`config.mk`:
```
export PLATFORM = sky130hd
export DESIGN_NAME = user_input_bank
export DESIGN_NICKNAME = d
export VERILOG_FILES = /design/src/rtl/user_input_bank.sv
export SDC_FILE = /design/constraint.sdc
export NUM_CORES = 1
export LEC_CHECK = 0
export BUFFER_PORTS_ARGS = -buffer_cell sky130_fd_sc_hd__buf_2
export CORE_MARGIN = 2
export CORE_UTILIZATION = 60
export CTS_BUF_LIST = sky130_fd_sc_hd__clkbuf_8
export CTS_CLUSTER_DIAMETER = 80
export DETAILED_ROUTE_END_ITERATION = 8
export PLACE_DENSITY = 0.93
export SLEW_MARGIN = 15
export SYNTH_ARGS = -nofsm -noshare
export SYNTH_HDL_FRONTEND = slang
export SYNTH_SLANG_ARGS = --single-unit
```
`constraint.sdc`:
```
create_clock -name clk -period 1.7 [get_ports clk]
set_input_delay 0.17 -clock clk [delete_from_list [all_inputs] [get_ports clk]]
set_output_delay 0.17 -clock clk [all_outputs]
set_load 0.1 [all_outputs]
```
`src/rtl/user_input_bank.sv`:
```
// rtl/user_input_bank.sv - N-channel key/switch synchroniser + debouncer with press/release pulses
// Optional auto-repeat on held keys is compiled in with USER_INPUT_REPEAT_EN.
module user_input_bank #(
    parameter int N               = 4,
    parameter int DEBOUNCE_CYCLES = 4,
    parameter int REPEAT_DELAY    = 16,
    parameter int REPEAT_PERIOD   = 4
) (
    input  logic         clk,
    input  logic         reset,
    input  logic [N-1:0] key,
    output logic [N-1:0] level,
    output logic [N-1:0] press,
    output logic [N-1:0] release_pulse
);

    localparam int DW = $clog2(DEBOUNCE_CYCLES + 1);
    localparam logic [DW-1:0] DB_LAST = DW'(DEBOUNCE_CYCLES - 1);

    typedef enum logic {
        IDLE = 1'b0,
        HELD = 1'b1
    } state_t;

    if (N < 1 || DEBOUNCE_CYCLES < 1 || REPEAT_DELAY < 2 || REPEAT_PERIOD < 1) begin : g_bad_param
        $error("user_input_bank: parameter out of range");
    end

    for (genvar i = 0; i < N; i++) begin : g_ch
        logic          s1;
        logic          s2;
        state_t        state;
        state_t        state_nxt;
        logic [DW-1:0] cnt;
        logic [DW-1:0] cnt_nxt;
        logic          press_q;
        logic          press_nxt;
        logic          rel_q;
        logic          rel_nxt;
        logic          rise;
        logic          fall;

        always_ff @(posedge clk or posedge reset) begin
            if (reset) begin
                s1      <= 1'b0;
                s2      <= 1'b0;
                state   <= IDLE;
                cnt     <= '0;
                press_q <= 1'b0;
                rel_q   <= 1'b0;
            end else begin
                s1      <= key[i];
                s2      <= s1;
                state   <= state_nxt;
                cnt     <= cnt_nxt;
                press_q <= press_nxt;
                rel_q   <= rel_nxt;
            end
        end

        // Any sample agreeing with the current level restarts the run.
        always_comb begin
            state_nxt = state;
            cnt_nxt   = cnt;
            rise      = 1'b0;
            fall      = 1'b0;
            if (s2 == (state == HELD)) begin
                cnt_nxt = '0;
            end else if (cnt == DB_LAST) begin
                cnt_nxt = '0;
                unique case (state)
                    IDLE: begin
                        state_nxt = HELD;
                        rise      = 1'b1;
                    end
                    HELD: begin
                        state_nxt = IDLE;
                        fall      = 1'b1;
                    end
                endcase
            end else begin
                cnt_nxt = cnt + DW'(1);
            end
        end

`ifdef USER_INPUT_REPEAT_EN
        localparam int RMAX = (REPEAT_DELAY > REPEAT_PERIOD) ? REPEAT_DELAY : REPEAT_PERIOD;
        localparam int RW   = $clog2(RMAX + 1);
        localparam logic [RW-1:0] R_DELAY  = RW'(REPEAT_DELAY - 1);
        localparam logic [RW-1:0] R_PERIOD = RW'(REPEAT_PERIOD - 1);

        logic [RW-1:0] rcnt;
        logic [RW-1:0] rcnt_nxt;
        logic          rep;

        always_ff @(posedge clk or posedge reset) begin
            if (reset) begin
                rcnt <= '0;
            end else begin
                rcnt <= rcnt_nxt;
            end
        end

        // A falling edge wins over a repeat that would fire on the same edge.
        always_comb begin
            rcnt_nxt = rcnt;
            rep      = 1'b0;
            if (rise) begin
                rcnt_nxt = R_DELAY;
            end else if (state == HELD && !fall) begin
                if (rcnt == '0) begin
                    rep      = 1'b1;
                    rcnt_nxt = R_PERIOD;
                end else begin
                    rcnt_nxt = rcnt - RW'(1);
                end
            end else begin
                rcnt_nxt = '0;
            end
        end

        assign press_nxt = rise | rep;
`else
        assign press_nxt = rise;
`endif
        assign rel_nxt = fall;

        assign level[i]         = (state == HELD);
        assign press[i]         = press_q;
        assign release_pulse[i] = rel_q;
    end

endmodule

```
== Word-level counts from Yosys, hierarchy flattened ==
Cells that the tools add are included.

* Bitwise logic cells: 8
* Add/sub/neg operators: 4
* Eq/ne operators: 8
* Multiplexer cells: 36
* Reductions and logical operators: 4

{| class="wikitable"
|+ Operators with widths
! kind !! number
|-
| 1-bit two-way mux || 24
|-
| 3-bit two-way mux || 8
|-
| 3-bit by 1-bit adder with 3-bit output, second input constant || 4
|-
| 3-bit by 2-bit == test with 1-bit output, second input constant || 4
|-
| 1-bit NOT || 8
|-
| 1-bit case mux with 2 select lines || 4
|-
| 2-bit AND reduction || 4
|-
| 1-bit == test || 4
|}

* Register bits: 32

== Depth between registers and ports, before layout ==
Gate-level depths: netlist (run 1).

* Depth after elaboration: 3
* Mapped depth: 3

== Worst setup path before layout (run 1) ==
No wires, ideal clock.

* Kind: register -> register
* From: reg g_ch[0].cnt[0]
* To: reg g_ch[0].state
* Slack: 0.551 ns
* Data required time: 1.575 ns
* Setup time: 0.125 ns
* Period minus slack after synthesis: 1.149 ns
* Arrival time: 1.023 ns
* Cell stages (with the launch flop): 4
* Path through: dfrtp_1 -> ha_1 -> and2b_4 -> mux2_4

* Longest elaborated chain between the ends: 2

{| class="wikitable"
|+ Ends and longest elaborated chain
! element !! line !! RTL
|-
| start, declared || 34 || <nowiki>logic [DW-1:0] cnt;</nowiki>
|-
| start signal, assigned || 55 || <nowiki>cnt <= cnt_nxt;</nowiki>
|-
| 3-bit by 2-bit == test with 1-bit output || 69 || <nowiki>end else if (cnt == DB_LAST) begin</nowiki>
|-
| 2-bit AND reduction (no line) || n/a ||
|-
| end signal, assigned || 54 || <nowiki>state <= state_nxt;</nowiki>
|-
| end, declared || 32 || <nowiki>state_t state;</nowiki>
|}

Every way passes these cells.
A chain may end at the register's enable or synchronous reset.

== Worst setup path in the final report (run 1) ==
* From: reg g_ch[1].state
* To: out level[1]

{| class="wikitable"
|+ RTL lines
! element !! line !! RTL
|-
| start, declared || 32 ||
|-
| start signal, assigned || 54 ||
|-
| end, declared || 12 || <nowiki>output logic [N-1:0] level,</nowiki>
|}

No word-level cell between the ends.

==> run summary, run 1 <==
Critical Path Sink Type -> primary output
Max-slew violations -> 0
Routed vias -> 625
Final Setup Violations -> 0
Area Growth Syn to Fin -> 11.8%
Measured slew at the worst slew-check pin -> 487 ps
DRC viols -> 0
Final wirelength -> 1630 um
All-layer global routing usage -> 16.8%
Clock skew -> 3.68 ps
CP max stage delay -> 460 ps
Commonest non-fill, non-tap cell in the layout -> dfrtp_1
Share of cells above drive strength 1 -> 30.3%
Layout Nets -> 108
Avg Cell Area, Syn -> 14.9 um2
Htree depth -> 2
DIE AREA -> 0.00244 mm2
Number of diodes -> 0
Final core utilization -> 70.5%
Commonest cells after routing, fill and taps aside -> dfrtp_1 (32), buf_2 (17), nor3b_1 (16)
First-pass DRT Iterations -> 3
Starting Density -> 63.1%
WS Path Type -> register to primary output
Via density -> 4.96
Final hold vios -> 0
Worst path required time -> 1530 ps
Post-Syn Area -> 0.00124 mm2
Largest net degree at the start of global routing -> 33
Gpl congestion -> 0.705
Post-Layout Cell Count -> 126
Arrival time worst endpoint -> 1160 ps
Setup Total Neg Slack -> 0 ps
Fill count -> 143
Sequential Area -> 801 um2
Distinct cells, synth -> 14
Maximum clock path buffer count -> 2
Worst path slowest cell -> buf_2
Clock Latency Late Sink -> 270 ps
Routed Antenna Nets -> 0
Syn nets -> 93
Startpoint Class -> register
Num CTS Buffers -> 5
Post-DP Area -> 0.00127 mm2
Outcome -> finished, final reports clean
Flop and latch count out of synthesis -> 32
Lkg Pwr -> 0.000679 uW
Die Y -> 49.4 um
RSZ-0062 raised after global routing -> false
Final Cycle Share -> 78.2%
Pwr/cell area -> 1770 mW/mm2
Worst path cell trace -> buf_2
Post-CTS Setup Repair Bufs -> 0
Die width -> 49.4 um
R2R Setup Slk -> 470 ps
Post-route minimum period -> 1330 ps
Post-DR wirelength/cell -> 12.9 um
Yosys warning count -> 0
Placed Cells -> 116
Clk sinks -> 32
Number of global-route vias before repair -> 680
Core Area -> 0.00196 mm2
CTS Root Cell -> clkbuf_8
Final instance area -> 0.00138 mm2
CP Max Fanout -> 5
Slew HR -> 67.7%
Top Family by Delay on Critical Path -> buffers and inverters
Total gr overflow -> 0
Placement Rows -> 16
Max frequency -> 753 MHz
Seq/Total Area, Yosys -> 64.7%
Syn Inst Count -> 83
Max Cap Viol -> 0
Initial antenna violation count -> 0
Global-route wire length before repair -> 2980 um
Worst-path clk slew -> 60 ps
PortBufs -> 17
Detailed Route Iter0 Violations -> 3
Hpwl dp -> 1190 um
Critical path buffers and inverters -> 1
VDD IR max -> 0.941 mV
Area occupied by multi-input gates -> 343 um2
Worst hold path type -> primary input to register
CTS tree -> yes
I/O pins -> 18
==> what timing repair did <==
item / in CTS / in global routing
hold buffers: 2 / 0
hold endpoints to repair: 33 / 0
resized for setup: 0 / 0
==> power by group <==
part	switching, uW	internal [uW]	total, uW
sequential	111	908	1020
clock	243	317	560
combinational	624	249	873
==> registers in the layout (all words and copies together) (netlist names) <==
name / count
g_ch.cnt: 12
g_ch.press_q: 4
g_ch.rel_q: 4
g_ch.s1: 4
g_ch.s2: 4
g_ch.state: 4
==> cells in the mapped netlist <==
library cell	n	area, um2
nand2b_1	2	12.5
and3b_1	1	8.76
xnor2_1	4	35.0
dfrtp_1	32	801
buf_4	12	90.1
and2b_4	2	20.0
mux2_4	2	30.0
inv_1	1	3.75
mux2_1	2	22.5
ha_1	4	50.1
nor3_1	2	10.0
nor3b_1	16	120
nor2b_1	1	6.26
nand2b_4	2	27.5
==> worst paths after layout <==
path                            cells past startpoint                       from                        end
worst min-delay path                                1                     key[0]       g_ch[0].s1$_DFF_PP0_
worst max-delay path                                1  g_ch[1].state$_DFFE_PP0P_                   level[1]
max in group asynchronous                           4                      reset  g_ch[0].state$_DFFE_PP0P_
worst min register to register                      0       g_ch[3].s1$_DFF_PP0_       g_ch[3].s2$_DFF_PP0_
worst max register to register                      3   g_ch[1].cnt[0]$_DFF_PP0_  g_ch[1].state$_DFFE_PP0P_
min in group asynchronous                           4                      reset       g_ch[1].s2$_DFF_PP0_
==> through the flow <==
stage	hold slack [ps]	power [uW]	setup WS, ps
2_1_floorplan	201	1850	551
3_3_place_gp	257	1870	547
3_5_place_dp	262	1910	485
4_1_cts	6.65	2480	361
5_1_grt	6.49	2580	326
6_report	12.0	2450	371
==> final cells by class <==
class	count	share of cell area (%)
sequential	32	57.9
clock buffer	6	5.97
multi-input combinational	38	24.8
timing repair buffer	20	8.14
clock inverter	2	0.542
inverter	1	0.271
tap	27	2.44
==> routing by layer <==
layer  track usage (%)  share of wire [%]  vias to the layer above
li1                  -                  -                      294
met1              19.8                 39                      312
met2              27.7                 55                       15
met3              5.52                4.8                        4
met4              8.33                1.4                        0
met5                 0                  0                        -
==> cells by family (layout without fill, tap and decap cells) <==
kind of cell | Yosys count | after routing | synth area share, %
multiplexers | 4 | 4 | 4.25
flip-flops | 32 | 32 | 64.7
buffers and inverters | 13 | 29 | 7.58
adder cells (fa/ha/maj) | 4 | 4 | 4.04
AND/OR/NAND/NOR | 26 | 26 | 16.6
XOR/XNOR | 4 | 4 | 2.83
Note: power is estimated with default switching activity, not from simulation.
==> run 2: changes to the inputs <==
--- a/config.mk
+++ b/config.mk
@@ -7,11 +7,11 @@
 export LEC_CHECK = 0
 export BUFFER_PORTS_ARGS = -buffer_cell sky130_fd_sc_hd__buf_2
 export CORE_MARGIN = 2
-export CORE_UTILIZATION = 60
+export CORE_UTILIZATION = 57
 export CTS_BUF_LIST = sky130_fd_sc_hd__clkbuf_8
 export CTS_CLUSTER_DIAMETER = 80
 export DETAILED_ROUTE_END_ITERATION = 8
-export PLACE_DENSITY = 0.93
+export PLACE_DENSITY = 0.9
 export SLEW_MARGIN = 15
 export SYNTH_ARGS = -nofsm -noshare
 export SYNTH_HDL_FRONTEND = slang
==> constraint.sdc (replaced) <==
create_clock -name clk -period 1.4 [get_ports clk]
set_input_delay 0.14 -clock clk [delete_from_list [all_inputs] [get_ports clk]]
set_output_delay 0.14 -clock clk [all_outputs]
set_load 0.1 [all_outputs]
==> run 2 against run 1 <==
Against the previous run: critical path depth unchanged; core utilization up 0.089 points; combinational power up 23%; cell count up 2.4%; non-clock buffer count up 3; setup slack worse by 280 ps; first-iteration DRC count up 33%; global-route usage about the same; die area up 4.8%; critical endpoint unchanged; largest cell class unchanged; largest power group unchanged.
==> run summary, run 2 (synthesis gave the netlist of run 1 again) <==
Outcome -> finished, final reports clean
Layout Nets -> 111
Num CTS Buffers -> 5
Hpwl dp -> 1120 um
DR WL met2 -> 872 um
I/O pins -> 18
Detailed Route Iter0 Violations -> 4
Die Y -> 50.6 um
Routed vias -> 643
Worst-path clk slew -> 60 ps
Global-route wire length before repair -> 2950 um
Initial antenna violation count -> 0
CP Max Fanout -> 5
Final Cycle Share -> 93.4%
Top Family by Delay on Critical Path -> buffers and inverters
Commonest non-fill, non-tap cell in the layout -> dfrtp_1
Share of cells above drive strength 1 -> 29.4%
Sequential share of power -> 41.3%
Final Setup Violations -> 0
Core Area -> 0.00200 mm2
Post-DR wirelength/cell -> 12.8 um
VDD IR max -> 1.36 mV
CTS tree -> yes
Clock skew -> 3.20 ps
Measured slew at the worst slew-check pin -> 488 ps
Placement Rows -> 16
Die width -> 50.6 um
Setup Total Neg Slack -> 0 ps
Highest Signal Layer -> met4
CP max stage delay -> 460 ps
Routed Antenna Nets -> 0
First-pass DRT Iterations -> 4
Clock Latency Late Sink -> 270 ps
Maximum clock path buffer count -> 2
Commonest cells after routing, fill and taps aside -> dfrtp_1 (32), buf_2 (17), nor3b_1 (16)
RSZ-0062 raised after global routing -> false
Post-route minimum period -> 1310 ps
Worst hold path type -> register to register
Arrival time worst endpoint -> 1170 ps
Net switching power -> 1190 uW
Post-CTS Hold Buffers -> 5
Pwr/cell area -> 2110 mW/mm2
Worst path cell trace -> buf_2
Lkg Pwr -> 0.000692 uW
Final wirelength -> 1660 um
DRC viols -> 0
Worst path required time -> 1260 ps
Gpl congestion -> 0.726
Clk sinks -> 32
Largest register FFs -> 12
Number of diodes -> 0
Max frequency -> 765 MHz
Critical Path Sink Type -> primary output
Startpoint Class -> register
Area Growth Syn to Fin -> 14.3%
Number of global-route vias before repair -> 683
Clock power share -> 22.8%
Metal-1 WL -> 654 um
Total gr overflow -> 0
Starting Density -> 61.8%
Via density -> 4.98
Fill count -> 151
Final core utilization -> 70.6%
Sw Share -> 39.9%
WS Path Type -> register to primary output
Met3 WL -> 90 um
PortBufs -> 17
Final hold vios -> 0
Worst path slowest cell -> buf_2
Largest net degree at the start of global routing -> 33
Post-CTS Setup Repair Bufs -> 0
Htree depth -> 2
Max-slew violations -> 0
All-layer global routing usage -> 16.8%
Max Cap Viol -> 0
Slew HR -> 67.7%
DIE AREA -> 0.00256 mm2
Reg with most FFs -> g_ch.cnt
Internal power -> 1800 uW
Comb power frac -> 35.9%
Post-CTS Resized -> 0
CTS Root Cell -> clkbuf_8
Critical path buffers and inverters -> 1
## run 2: layout make-up
type	count	area, um2	area share (%)
well taps	27	33.8	2.39
clock buffers	6	82.6	5.84
repair buffers	23	143	10.1
flip-flops and latches	32	801	56.6
multi-input cells	38	343	24.2
inverters	1	3.75	0.265
clock inverters	2	7.51	0.531
## run 2: worst paths after layout
kind / startpoint / endpoint / depth (start not counted) / slack, ps
max: g_ch[1].state$_DFFE_PP0P_ / level[1] / 1 / 90
max in group asynchronous: reset / g_ch[0].rel_q$_DFF_PP0_ / 4 / 640
min reg2reg: g_ch[3].s1$_DFF_PP0_ / g_ch[3].s2$_DFF_PP0_ / 0 / 350
max reg2reg: g_ch[1].cnt[0]$_DFF_PP0_ / g_ch[1].state$_DFFE_PP0P_ / 3 / 210
min in group asynchronous: reset / g_ch[1].cnt[0]$_DFF_PP0_ / 4 / 480
min: g_ch[3].s1$_DFF_PP0_ / g_ch[3].s2$_DFF_PP0_ / 0 / 350
## run 2: worst register-to-register path: stages, from the launching register on
cell,delay [ps]
dfrtp_1,380
ha_1,230
and2b_4,190
mux2_4,290
## run 2: power by group through the flow
stage	clock, uW	sequential (uW)	combinational [uW]
2_1_floorplan	0	1220	1030
3_3_place_gp	0	1240	1040
3_5_place_dp	0	1250	1070
4_1_cts	707	1240	1080
5_1_grt	756	1260	1150
6_report	682	1230	1070
## run 2: per-layer routing
layer / global-route usage (%) / vias to the layer above
met1: 16.3 / 314
met3: 6.55 / 5
met2: 29.4 / 22
li1: - / 302
met4: 10.8 / 0
met5: 0 / -
## run 2: stage by stage
stage	hold slack, ps	worst slack (ps)	instances	total power (uW)	area (um2)
global route	368	47.4	129	3170	1410
CTS	357	94.0	129	3030	1410
detailed placement	230	211	116	2320	1270
floorplan	171	251	83	2250	1240
finish	352	92.7	129	2990	1410
global placement	225	247	116	2270	1270
==> run 3: changes to the inputs <==
--- a/config.mk
+++ b/config.mk
@@ -6,6 +6,7 @@
 export NUM_CORES = 1
 export LEC_CHECK = 0
 export BUFFER_PORTS_ARGS = -buffer_cell sky130_fd_sc_hd__buf_2
+export CORE_ASPECT_RATIO = 1.25
 export CORE_MARGIN = 2
 export CORE_UTILIZATION = 57
 export CTS_BUF_LIST = sky130_fd_sc_hd__clkbuf_8
==> run 3 against run 2 <==
Against the previous run: via count shrank 2.8%; final area down 0.18%; combinational power about the same; critical endpoint is now level[3]; largest cell class unchanged.
==> run summary, run 3 (synthesis gave the netlist of run 1 again) <==
Outcome -> finished, final reports clean
PortBufs -> 17
CP max stage delay -> 460 ps
Commonest cells after routing, fill and taps aside -> dfrtp_1 (32), buf_2 (17), nor3b_1 (16)
Total power -> 3020 uW
Post-CTS Hold Buffers -> 5
Core Area -> 0.00200 mm2
Final hold vios -> 0
Post-DP Area -> 0.00126 mm2
Routed Antenna Nets -> 0
Slew HR -> 67.8%
Clock power share -> 24.0%
Reg with most FFs -> g_ch.cnt
Maximum clock path buffer count -> 2
Comb power frac -> 35.1%
Final instance area -> 0.00141 mm2
Post-CTS Setup Repair Bufs -> 0
Largest register FFs -> 12
Gpl congestion -> 0.699
Post-CTS Resized -> 0
Max-slew violations -> 0
Final core utilization -> 70.4%
Htree depth -> 2
Post-route minimum period -> 1300 ps
Largest net degree at the start of global routing -> 33
Net switching power -> 1180 uW
RR Startpoint -> g_ch[0].cnt[0]$_DFF_PP0_
First-pass DRT Iterations -> 2
Placement Rows -> 18
Critical Path Sink Type -> primary output
Measured slew at the worst slew-check pin -> 486 ps
Global-route wire length before repair -> 2580 um
Max frequency -> 770 MHz
WS Path Type -> register to primary output
CP Max Fanout -> 5
CP startpoint -> g_ch[3].state$_DFFE_PP0P_
Routed vias -> 625
Sequential share of power -> 40.9%
All-layer global routing usage -> 14.3%
Top Family by Delay on Critical Path -> buffers and inverters
Arrival time worst endpoint -> 1160 ps
Critical path buffers and inverters -> 1
Die width -> 45.7 um
Worst path slowest cell -> buf_2
Startpoint Class -> register
Clk sinks -> 32
Post-DR wirelength/cell -> 12.6 um
Layout Nets -> 111
Share of cells above drive strength 1 -> 30.7%
Final Setup Violations -> 0
Initial antenna violation count -> 0
Number of diodes -> 0
Number of global-route vias before repair -> 634
DIE AREA -> 0.00256 mm2
RSZ-0062 raised after global routing -> false
Hold_ws -> 348 ps
Worst path required time -> 1260 ps
DRC viols -> 0
Hold Path Origin -> g_ch[1].s1$_DFF_PP0_
Worst hold path type -> register to register
Via density -> 5.17
Commonest non-fill, non-tap cell in the layout -> dfrtp_1
Setup Total Neg Slack -> 0 ps
CTS tree -> yes
Area Growth Syn to Fin -> 14.1%
Clock Latency Late Sink -> 270 ps
Fill count -> 138
Worst path cell trace -> buf_2
Internal power -> 1850 uW
VDD IR max -> 1.64 mV
Num CTS Buffers -> 5
Pwr/cell area -> 2140 mW/mm2
Sw Share -> 39.0%
Lkg Pwr -> 0.000688 uW
Detailed Route Iter0 Violations -> 7
Total gr overflow -> 0
Max Cap Viol -> 0
I/O pins -> 18
Clock skew -> 1.14 ps
Final wirelength -> 1520 um
Starting Density -> 61.7%
CTS Root Cell -> clkbuf_8
Worst-path clk slew -> 60 ps
Die Y -> 56.1 um
Final Cycle Share -> 92.8%
[run 3: power by group through the flow]
stage          Clock, uW  Combinational (uW)  Sequential [uW]
2_1_floorplan          0                1030             1220
3_3_place_gp           0                1040             1240
3_5_place_dp           0                1060             1250
4_1_cts              746                1070             1230
5_1_grt              794                1130             1260
6_report             725                1060             1240
[run 3: path summary, 6_finish.rpt]
kind / slack (ps) / endpoint / cells after the start
worst max-delay path: 100 / level[3] / 1
worst min-delay path: 350 / g_ch[1].s2$_DFF_PP0_ / 0
worst max register to register: 200 / g_ch[0].state$_DFFE_PP0P_ / 3
worst min register to register: 350 / g_ch[1].s2$_DFF_PP0_ / 0
max in group asynchronous: 640 / g_ch[3].s1$_DFF_PP0_ / 4
min in group asynchronous: 480 / g_ch[0].s1$_DFF_PP0_ / 4
[run 3: metrics by stage]
step | worst slack (ps) | cells
finish | 101 | 121
global route | 56.4 | 121
floorplan | 251 | 83
CTS | 114 | 121
global placement | 244 | 109
detailed placement | 200 | 109
[run 3: per-layer routing]
metal  wire (um)  global-route usage (%)
met4           7                    5.04
met1         610                    15.9
met5           0                       0
met3          79                    8.77
met2         823                    21.9
[run 3: area by class of cell]
| type | instances | area [um2] | area share (%) |
|---|---|---|---|
| well taps | 20 | 25.0 | 1.77 |
| repair buffers | 23 | 143 | 10.1 |
| flip-flops and latches | 32 | 801 | 56.7 |
| clock buffers | 7 | 96.3 | 6.83 |
| inverters | 1 | 3.75 | 0.266 |
| multi-input cells | 38 | 343 | 24.3 |
